$ cat src/rtl/r_exec_ctrl_if.sv
// Bus bundle for r_exec_ctrl: instruction handshake, ALU port, retirement
// report and register-file debug read.
interface r_exec_ctrl_if #(
   parameter int XLEN = 32
);
   // Handshake: a word moves on a rising edge where instr_valid && instr_ready;
   // the offerer holds instr stable while instr_valid is high and not yet accepted.
   logic            instr_valid;
   logic [31:0]     instr;
   logic            instr_ready;
   logic [2:0]      alu_op;
   logic [XLEN-1:0] alu_a;
   logic [XLEN-1:0] alu_b;
   logic [XLEN-1:0] alu_result;
   logic            alu_zero;
   logic            done;
   logic            illegal;
   logic [4:0]      wb_rd;
   logic [XLEN-1:0] wb_data;
   logic            zero_flag;
   logic [4:0]      dbg_addr;
   logic [XLEN-1:0] dbg_data;
   logic [1:0]      dbg_state;

   modport master (
      output instr_valid, instr, alu_result, alu_zero, dbg_addr,
      input  instr_ready, alu_op, alu_a, alu_b, done, illegal, wb_rd, wb_data,
             zero_flag, dbg_data, dbg_state
   );

   modport slave (
      input  instr_valid, instr, alu_result, alu_zero, dbg_addr,
      output instr_ready, alu_op, alu_a, alu_b, done, illegal, wb_rd, wb_data,
             zero_flag, dbg_data, dbg_state
   );
endinterface

$ cat src/rtl/r_exec_ctrl.sv
// R-format execution controller: IDLE/DECODE/EXEC/WB sequencer driving an
// external ALU, with a 32-entry register file written back on retirement.
module r_exec_ctrl #(
   parameter int XLEN = 32
) (
   input logic          clk,
   input logic          rst_n,
   r_exec_ctrl_if.slave bus
);
   typedef enum logic [1:0] {
      IDLE   = 2'd0,
      DECODE = 2'd1,
      EXEC   = 2'd2,
      WB     = 2'd3
   } state_t;

   state_t state, state_n;

   logic [5:0]      op_q, fn_q;
   logic [4:0]      rs_q, rt_q, rd_q;
   logic [2:0]      dec_op;
   logic            dec_legal;
   logic [XLEN-1:0] rf [32];
   logic [XLEN-1:0] a_q, b_q, wb_data_q;
   logic [2:0]      alu_op_q;
   logic            ill_q, zero_q;
   logic [4:0]      wb_rd_q;
   logic            xfer;

   assign xfer = bus.instr_valid && (state == IDLE);

   // Only opcode 0 with one of five functs is executable; everything else retires as illegal.
   always_comb begin
      dec_op    = 3'b000;
      dec_legal = 1'b0;
      if (op_q == 6'd0) begin
         dec_legal = 1'b1;
         case (fn_q)
            6'h20:   dec_op = 3'b000;
            6'h22:   dec_op = 3'b001;
            6'h24:   dec_op = 3'b010;
            6'h25:   dec_op = 3'b011;
            6'h2A:   dec_op = 3'b100;
            default: dec_legal = 1'b0;
         endcase
      end
   end

   always_ff @(posedge clk or negedge rst_n) begin
      if (!rst_n) state <= IDLE;
      else        state <= state_n;
   end

   always_comb begin
      state_n = state;
      case (state)
         IDLE:    if (bus.instr_valid) state_n = DECODE;
         DECODE:  state_n = dec_legal ? EXEC : WB;
         EXEC:    state_n = WB;
         WB:      state_n = IDLE;
         default: state_n = IDLE;
      endcase
   end

   always_ff @(posedge clk or negedge rst_n) begin
      if (!rst_n) begin
         op_q      <= '0;
         fn_q      <= '0;
         rs_q      <= '0;
         rt_q      <= '0;
         rd_q      <= '0;
         a_q       <= '0;
         b_q       <= '0;
         alu_op_q  <= '0;
         ill_q     <= 1'b0;
         wb_data_q <= '0;
         zero_q    <= 1'b0;
         wb_rd_q   <= '0;
         for (int i = 0; i < 32; i++) rf[i] <= '0;
      end else begin
         if (xfer) begin
            op_q <= bus.instr[31:26];
            rs_q <= bus.instr[25:21];
            rt_q <= bus.instr[20:16];
            rd_q <= bus.instr[15:11];
            fn_q <= bus.instr[5:0];
         end
         if (state == DECODE) begin
            a_q      <= rf[rs_q];
            b_q      <= rf[rt_q];
            alu_op_q <= dec_op;
            ill_q    <= !dec_legal;
         end
         if (state == EXEC) begin
            wb_data_q <= bus.alu_result;
            zero_q    <= bus.alu_zero;
         end
         // wb_rd follows the instruction only as it enters retirement.
         if (state_n == WB) wb_rd_q <= rd_q;
         if (state == WB && !ill_q && rd_q != 5'd0) rf[rd_q] <= wb_data_q;
      end
   end

   assign bus.instr_ready = (state == IDLE);
   assign bus.alu_op      = alu_op_q;
   assign bus.alu_a       = a_q;
   assign bus.alu_b       = b_q;
   assign bus.done        = (state == WB);
   assign bus.illegal     = (state == WB) && ill_q;
   assign bus.wb_rd       = wb_rd_q;
   assign bus.wb_data     = wb_data_q;
   assign bus.zero_flag   = zero_q;
   assign bus.dbg_data    = (bus.dbg_addr == 5'd0) ? '0 : rf[bus.dbg_addr];
   assign bus.dbg_state   = state;
endmodule

$ cat src/flat_wrapper.sv
// flat-port wrapper written by rule: the top's interface ports become plain ports
module r_exec_ctrl_flat 
#(
   parameter int XLEN = 32
)
  (clk, rst_n, bus_instr_valid, bus_instr, bus_alu_result, bus_alu_zero, bus_dbg_addr, bus_instr_ready, bus_alu_op, bus_alu_a, bus_alu_b, bus_done, bus_illegal, bus_wb_rd, bus_wb_data, bus_zero_flag, bus_dbg_data, bus_dbg_state);
  r_exec_ctrl_if #(.XLEN(XLEN)) bus_i ();
  input logic clk;
  input logic rst_n;
  input wire logic [$bits(bus_i.instr_valid)-1:0] bus_instr_valid;
  input wire logic [$bits(bus_i.instr)-1:0] bus_instr;
  input wire logic [$bits(bus_i.alu_result)-1:0] bus_alu_result;
  input wire logic [$bits(bus_i.alu_zero)-1:0] bus_alu_zero;
  input wire logic [$bits(bus_i.dbg_addr)-1:0] bus_dbg_addr;
  output wire logic [$bits(bus_i.instr_ready)-1:0] bus_instr_ready;
  output wire logic [$bits(bus_i.alu_op)-1:0] bus_alu_op;
  output wire logic [$bits(bus_i.alu_a)-1:0] bus_alu_a;
  output wire logic [$bits(bus_i.alu_b)-1:0] bus_alu_b;
  output wire logic [$bits(bus_i.done)-1:0] bus_done;
  output wire logic [$bits(bus_i.illegal)-1:0] bus_illegal;
  output wire logic [$bits(bus_i.wb_rd)-1:0] bus_wb_rd;
  output wire logic [$bits(bus_i.wb_data)-1:0] bus_wb_data;
  output wire logic [$bits(bus_i.zero_flag)-1:0] bus_zero_flag;
  output wire logic [$bits(bus_i.dbg_data)-1:0] bus_dbg_data;
  output wire logic [$bits(bus_i.dbg_state)-1:0] bus_dbg_state;
  assign bus_i.instr_valid = bus_instr_valid;
  assign bus_i.instr = bus_instr;
  assign bus_i.alu_result = bus_alu_result;
  assign bus_i.alu_zero = bus_alu_zero;
  assign bus_i.dbg_addr = bus_dbg_addr;
  assign bus_instr_ready = bus_i.instr_ready;
  assign bus_alu_op = bus_i.alu_op;
  assign bus_alu_a = bus_i.alu_a;
  assign bus_alu_b = bus_i.alu_b;
  assign bus_done = bus_i.done;
  assign bus_illegal = bus_i.illegal;
  assign bus_wb_rd = bus_i.wb_rd;
  assign bus_wb_data = bus_i.wb_data;
  assign bus_zero_flag = bus_i.zero_flag;
  assign bus_dbg_data = bus_i.dbg_data;
  assign bus_dbg_state = bus_i.dbg_state;
  r_exec_ctrl #(.XLEN(XLEN)) u_core (.clk(clk), .rst_n(rst_n), .bus(bus_i));
endmodule
$ cat config.mk
export PLATFORM = sky130hd
export DESIGN_NAME = r_exec_ctrl_flat
export DESIGN_NICKNAME = d
export VERILOG_FILES = /design/src/rtl/r_exec_ctrl_if.sv /design/src/rtl/r_exec_ctrl.sv /design/src/flat_wrapper.sv
export SDC_FILE = /design/constraint.sdc
export NUM_CORES = 2
export LEC_CHECK = 0
export BUFFER_PORTS_ARGS = -buffer_cell sky130_fd_sc_hd__buf_2
export CORE_ASPECT_RATIO = 2
export CORE_UTILIZATION = 59
export DETAILED_ROUTE_END_ITERATION = 12
export PLACE_DENSITY = 0.82
export SLEW_MARGIN = 20
export SYNTH_ARGS = -nofsm -noshare
export SYNTH_HDL_FRONTEND = slang
export SYNTH_SLANG_ARGS = --single-unit
export TNS_END_PERCENT = 10
$ cat constraint.sdc
create_clock -name clk -period 2.9 [get_ports clk]
set_input_delay 0.145 -clock clk [delete_from_list [all_inputs] [get_ports clk]]
set_output_delay 0.145 -clock clk [all_outputs]
set_load 0.005 [all_outputs]
==> Word level (Yosys, flattened, before mapping) <==
Cells that the tools add are included.
{ "classes": {"muxes": 20, "reduce_logical": 12, "bitwise": 4, "n_eq_ne": 9, "magnitude_cmp": 5} }
{ "ops": {"columns": ["cell", "count"], "rows": [
  ["$bwmux W1024", 1],
  ["$bmux W32 S5", 3],
  ["$mux W32", 8],
  ["$demux W32 S5", 1],
  ["$eq A6 B6 Y1 const B", 5],
  ["$ge A6 B6 Y1 const B", 4],
  ["$not A5 Y6", 4],
  ["$pmux W3 S4", 1],
  ["$pmux W2 S4", 1],
  ["$eq A2 B2 Y1 const B", 3],
  ["$logic_not A6 Y1", 1],
  ["$lt A6 B1 Y1 const B", 1],
  ["$logic_and A1 B1 Y1", 5],
  ["$logic_not A5 Y1", 1],
  ["$reduce_bool A5 Y1", 1],
  ["$reduce_or A5 Y1", 1],
  ["$mux W1", 3],
  ["$mux W3", 1],
  ["$eq A2 B1 Y1 const B", 1],
  ["$logic_not A1 Y1", 2],
  ["$logic_not A2 Y1", 1],
  ["$mux W2", 1]
]} }
{ "totals": {"reg_bits": 1159, "elab_cells": 95, "input_bits": 73, "out_inout_bits": 142} }

==> Longest topological paths before layout <==
{ "logic_depth": {"ltp_word": 7, "mapped_depth": 8, "mapped_depth_nobuf": 7} }

==> Worst setup path before layout <==
No wires, ideal clock.
{ "synth_path": {"path_type": "reg2reg", "start": "register u_core.state[0] (netlist: u_core.bus.dbg_state[0])", "end": "register u_core.rf[385] in the netlist's numbering", "stages_incl_launch_ff": 8, "setup_slack_ns": 0.801, "synth_period_minus_slack_ns": 2.099, "t_arrival_ns": 1.974, "setup_time_ns": 0.125, "required_ns": 2.775, "path_buffers": 2, "cell_sequence": "dfrtp_1 ha_1 nand3b_1 nor3b_1 nor2b_1 clkbuf_1 buf_2 mux2_2"} }
{ "synth_between": {"elab_chain_cells": 3} }
{ "synth_rtl": {"columns": ["element", "line_no", "rtl"], "rows": [
  ["from (decl)", "r_exec_ctrl.sv:17", "state_t state, state_n;"],
  ["from (signal assigned)", "r_exec_ctrl.sv:51", "else state <= state_n;"],
  ["$eq A2 B2 Y1", null, null],
  ["net bus_done", "flat_wrapper.sv:19", "output wire logic [$bits(bus_i.done)-1:0] bus_done;"],
  ["$logic_and A1 B1 Y1 (2 in series)", "r_exec_ctrl.sv:100", "if (state == WB && !ill_q && rd_q != 5'd0) rf[rd_q] <= wb_data_q;"],
  ["to (signal, indexed assignment)", "r_exec_ctrl.sv:100", null],
  ["to (decl)", "r_exec_ctrl.sv:23", "logic [XLEN-1:0] rf [32];"]
]} }
The timed path passes the listed nets, and every way through them passes these cells.
A chain may end at the register's enable or synchronous reset.

==> Final worst setup path <==
{ "layout_path": {"start": "register u_core.rf[384] in the netlist's numbering", "end": "output port bus_dbg_data[0]"} }
{ "layout_between": {"elab_chain_cells": 4} }
{ "layout_rtl": {"columns": ["element", "line_no", "rtl"], "rows": [
  ["$bmux W32 S5", "r_exec_ctrl.sv:113", "assign bus.dbg_data = (bus.dbg_addr == 5'd0) ? '0 : rf[bus.dbg_addr];"],
  ["$mux W32 (not written as such) (2 in series)", "r_exec_ctrl.sv:113", null],
  ["$mux W32", "r_exec_ctrl.sv:113", null],
  ["to (decl)", "flat_wrapper.sv:24", "output wire logic [$bits(bus_i.dbg_data)-1:0] bus_dbg_data;"]
]} }
Every way passes these cells. The select of a mux whose other input is x is not followed.

==> reports/qor.txt <==
maximum fanout along the worst path: 4
pin count of the biggest net entering global routing: 82
post-CTS sizing: 0
DP Wirelength: 141000 microns
Max-cap violations: 0
outcome: finished clean
Switch Pwr: 33.5 mW
Reg power frac: 34.7%
detailed-route via count: 51305
vias in the first global route: 53244
worst slew pin tran: 1.12 ns
Non-Filler Instances: 6840
Pre-antenna DRT Iters: 6
Synth async-reset ratio: 100%
NumNets Final: 5317
Rows: 176
Critical Path Sink Type: primary output
hold crit path type: in2async
initial antenna violation count: 12
Initial Utilization: 59.6%
f_max: 356 MHz
Tcrit/Tclk final: 96.7%
via-per-instance ratio: 7.50
setup TNS: 0 ns
Hold Worst Slack: 0.0118 ns
post-route total power: 79.8 mW
GPL Wtd Cong: 0.914
core box area: 115000 sq um
EDFF count, synth: 0
Syn Inst Count: 5162
Placed Cells: 6585
Placed Area: 72600 sq um
Critical Path RT: 2.76 ns
post-layout util: 66.8%
CTS tree: done
remaining global-route overflow: 0
post-route ant nets: 0
Synth cell types: 42
Yosys reg bits: 1159
unrepaired setup endpoints after global routing: false
CTS root buffer: clkbuf_16
Post-CTS Setup Inserts: 0
Ports: 215
layout cells sized above 1: 40.0%
pwr dens: 1040 nW/um^2
die height: 484 microns
Slew HR: 25.6%
switching power share of the total: 42.0%
Synth Area per Inst: 13.3 sq um
Pleak: 35.8 nW
CTS HTree Levels: 3
chip width: 243 microns
Int Power: 46.2 mW
First DRT Iteration DRCs: 6056
pre-CTS setup slack: 0.347 ns
Worst-path clk slew: 0.07 ns
drt wl/cell: 33.9 microns
CP arrival: 2.66 ns
CP Launch Type: register
DRC violation count after routing: 0
Skew-Pair Late Insertion Delay: 0.75 ns
clock buffer depth: 3
Die Footprint: 118000 sq um
Synthesis Warnings: 0
area delta synth->final: 12.1%
clock network power share: 18.3%
Gate power share: 47.0%
Routed WL: 232000 microns
Netlist Area Pre-Place: 68500 sq um
VDD IR-drop max: 0.796 mV
critical path class: reg2out
GRT Total Usage: 39.2%
clock skew: 0.0242 ns
clock sink total: 1159
first-pass GRT wire length: 342000 microns
IO Port Bufs: 209
Max Slew Vio Count: 0
post-synth net total: 5239
setup violators final: 0
fin area: 76800 sq um
dominant synthesized flop cell: dfrtp_1
post-synthesis sequential area ratio: 42.3%
cts hold-fix bufs: 63
final hold vios: 0
Final min period: 2.81 ns
fin worst setup slack: 0.0947 ns
TritonCTS buffer count: 103
[registers in the layout, indices dropped and copies added (netlist names)]
register,count
u_core.rf,1024
u_core.bus.alu_a,32
u_core.bus.alu_b,32
u_core.bus.wb_data,32
u_core.fn_q,6
u_core.op_q,6
u_core.bus.wb_rd,5
u_core.rd_q,5
u_core.rs_q,5
u_core.rt_q,5
u_core.bus.alu_op,3
u_core.bus.dbg_state,2
u_core.bus.zero_flag,1
u_core.ill_q,1
[cell type report]
cell class / instances / area [sq um]
timing repair buffer: 552 / 5320
tap: 1513 / 1890
sequential: 1159 / 29000
antenna: 6 / 15.0
inverter: 37 / 144
multi-input combinational: 3387 / 36900
clock buffer: 144 / 3010
fill: 8040 / 38200
clock inverter: 42 / 495
[kinds of logic (layout without fill, tap and decap cells)]
| family | count (synthesis) | in the layout | share of synthesized area (%) |
|---|---|---|---|
| other | 0 | 6 | 0 |
| adder cells (fa/ha/maj) | 4 | 4 | 0.0731 |
| AO/OA/AOI/OAI | 807 | 807 | 9.35 |
| buffers and inverters | 616 | 775 | 4.23 |
| AND/OR/NAND/NOR | 173 | 173 | 1.12 |
| flip-flops | 1159 | 1159 | 42.3 |
| multiplexers | 2403 | 2403 | 42.9 |
[power by group through the flow]
stage | Sequential [mW] | Combinational (mW) | Clock [mW]
finish | 27.7 | 37.5 | 14.6
global route | 28.2 | 38.8 | 15.3
CTS | 27.3 | 36.6 | 14.6
detailed placement | 27.5 | 36.3 | 0
global placement | 27.0 | 35.5 | 0
floorplan | 24.2 | 26.4 | 0
[per-layer routing]
layer | GRT usage, % | up-vias | routed length, microns
met4 | 31.1 | 8 | 21300
li1 | - | 20117 | -
met1 | 45.9 | 26113 | 78500
met5 | 0 | - | 42
met3 | 10.1 | 1329 | 24900
met2 | 61.2 | 3738 | 107000
[Yosys cell counts (54+ instances only)]
cell type,count,area (sq um)
mux2i_1,1025,10300
dfrtp_1,1159,29000
a22oi_1,257,1930
o22ai_1,64,400
mux4_2,320,7210
buf_1,75,282
clkbuf_1,290,1090
a21oi_1,128,641
a221oi_1,126,1100
o41ai_2,54,878
a22o_1,128,1120
buf_2,132,661
mux2_2,1034,11600
nand2_1,113,424
[worst max-delay path, cell delays in order (launching register included)]
cell	delay, ns
dfrtp_1	0.42
mux4_2	0.50
mux4_2	0.52
nand2_1	0.09
o21ai_1	0.17
buf_2	0.20
[final timing paths]
check	start	to	slack [ns]	cells after the start
hold reg to reg	u_core.rf[1001]	u_core.rf[1001]	0.43	0
max in group asynchronous	rst_n	u_core.bus.zero_flag	1.85	3
setup reg to reg	u_core.bus.dbg_state[1]	u_core.rf[237]	0.25	6
min in group clk	bus_alu_result[6]	u_core.bus.wb_data[6]	0.16	3
hold / removal	rst_n	u_core.rf[655]	0.01	2
setup / recovery	u_core.rf[384]	bus_dbg_data[0]	0.09	5
[cell usage in the layout (no fill, tap or decap), types with 19 or more instances in the layout]
master	count
buf_4	161
a22o_1	128
a22oi_1	257
mux2_2	1034
dlygate4sd3_1	63
mux4_2	320
a21oi_1	128
clkbuf_8	24
nand2_1	99
buf_12	120
inv_1	36
mux2i_1	1025
o22ai_1	64
buf_2	204
o41ai_2	55
clkbuf_16	105
mux2_1	24
a221oi_1	126
dfrtp_1	1155
o21ai_1	32
clkinv_2	19
No activity file was read; power rests on OpenSTA's default activity.
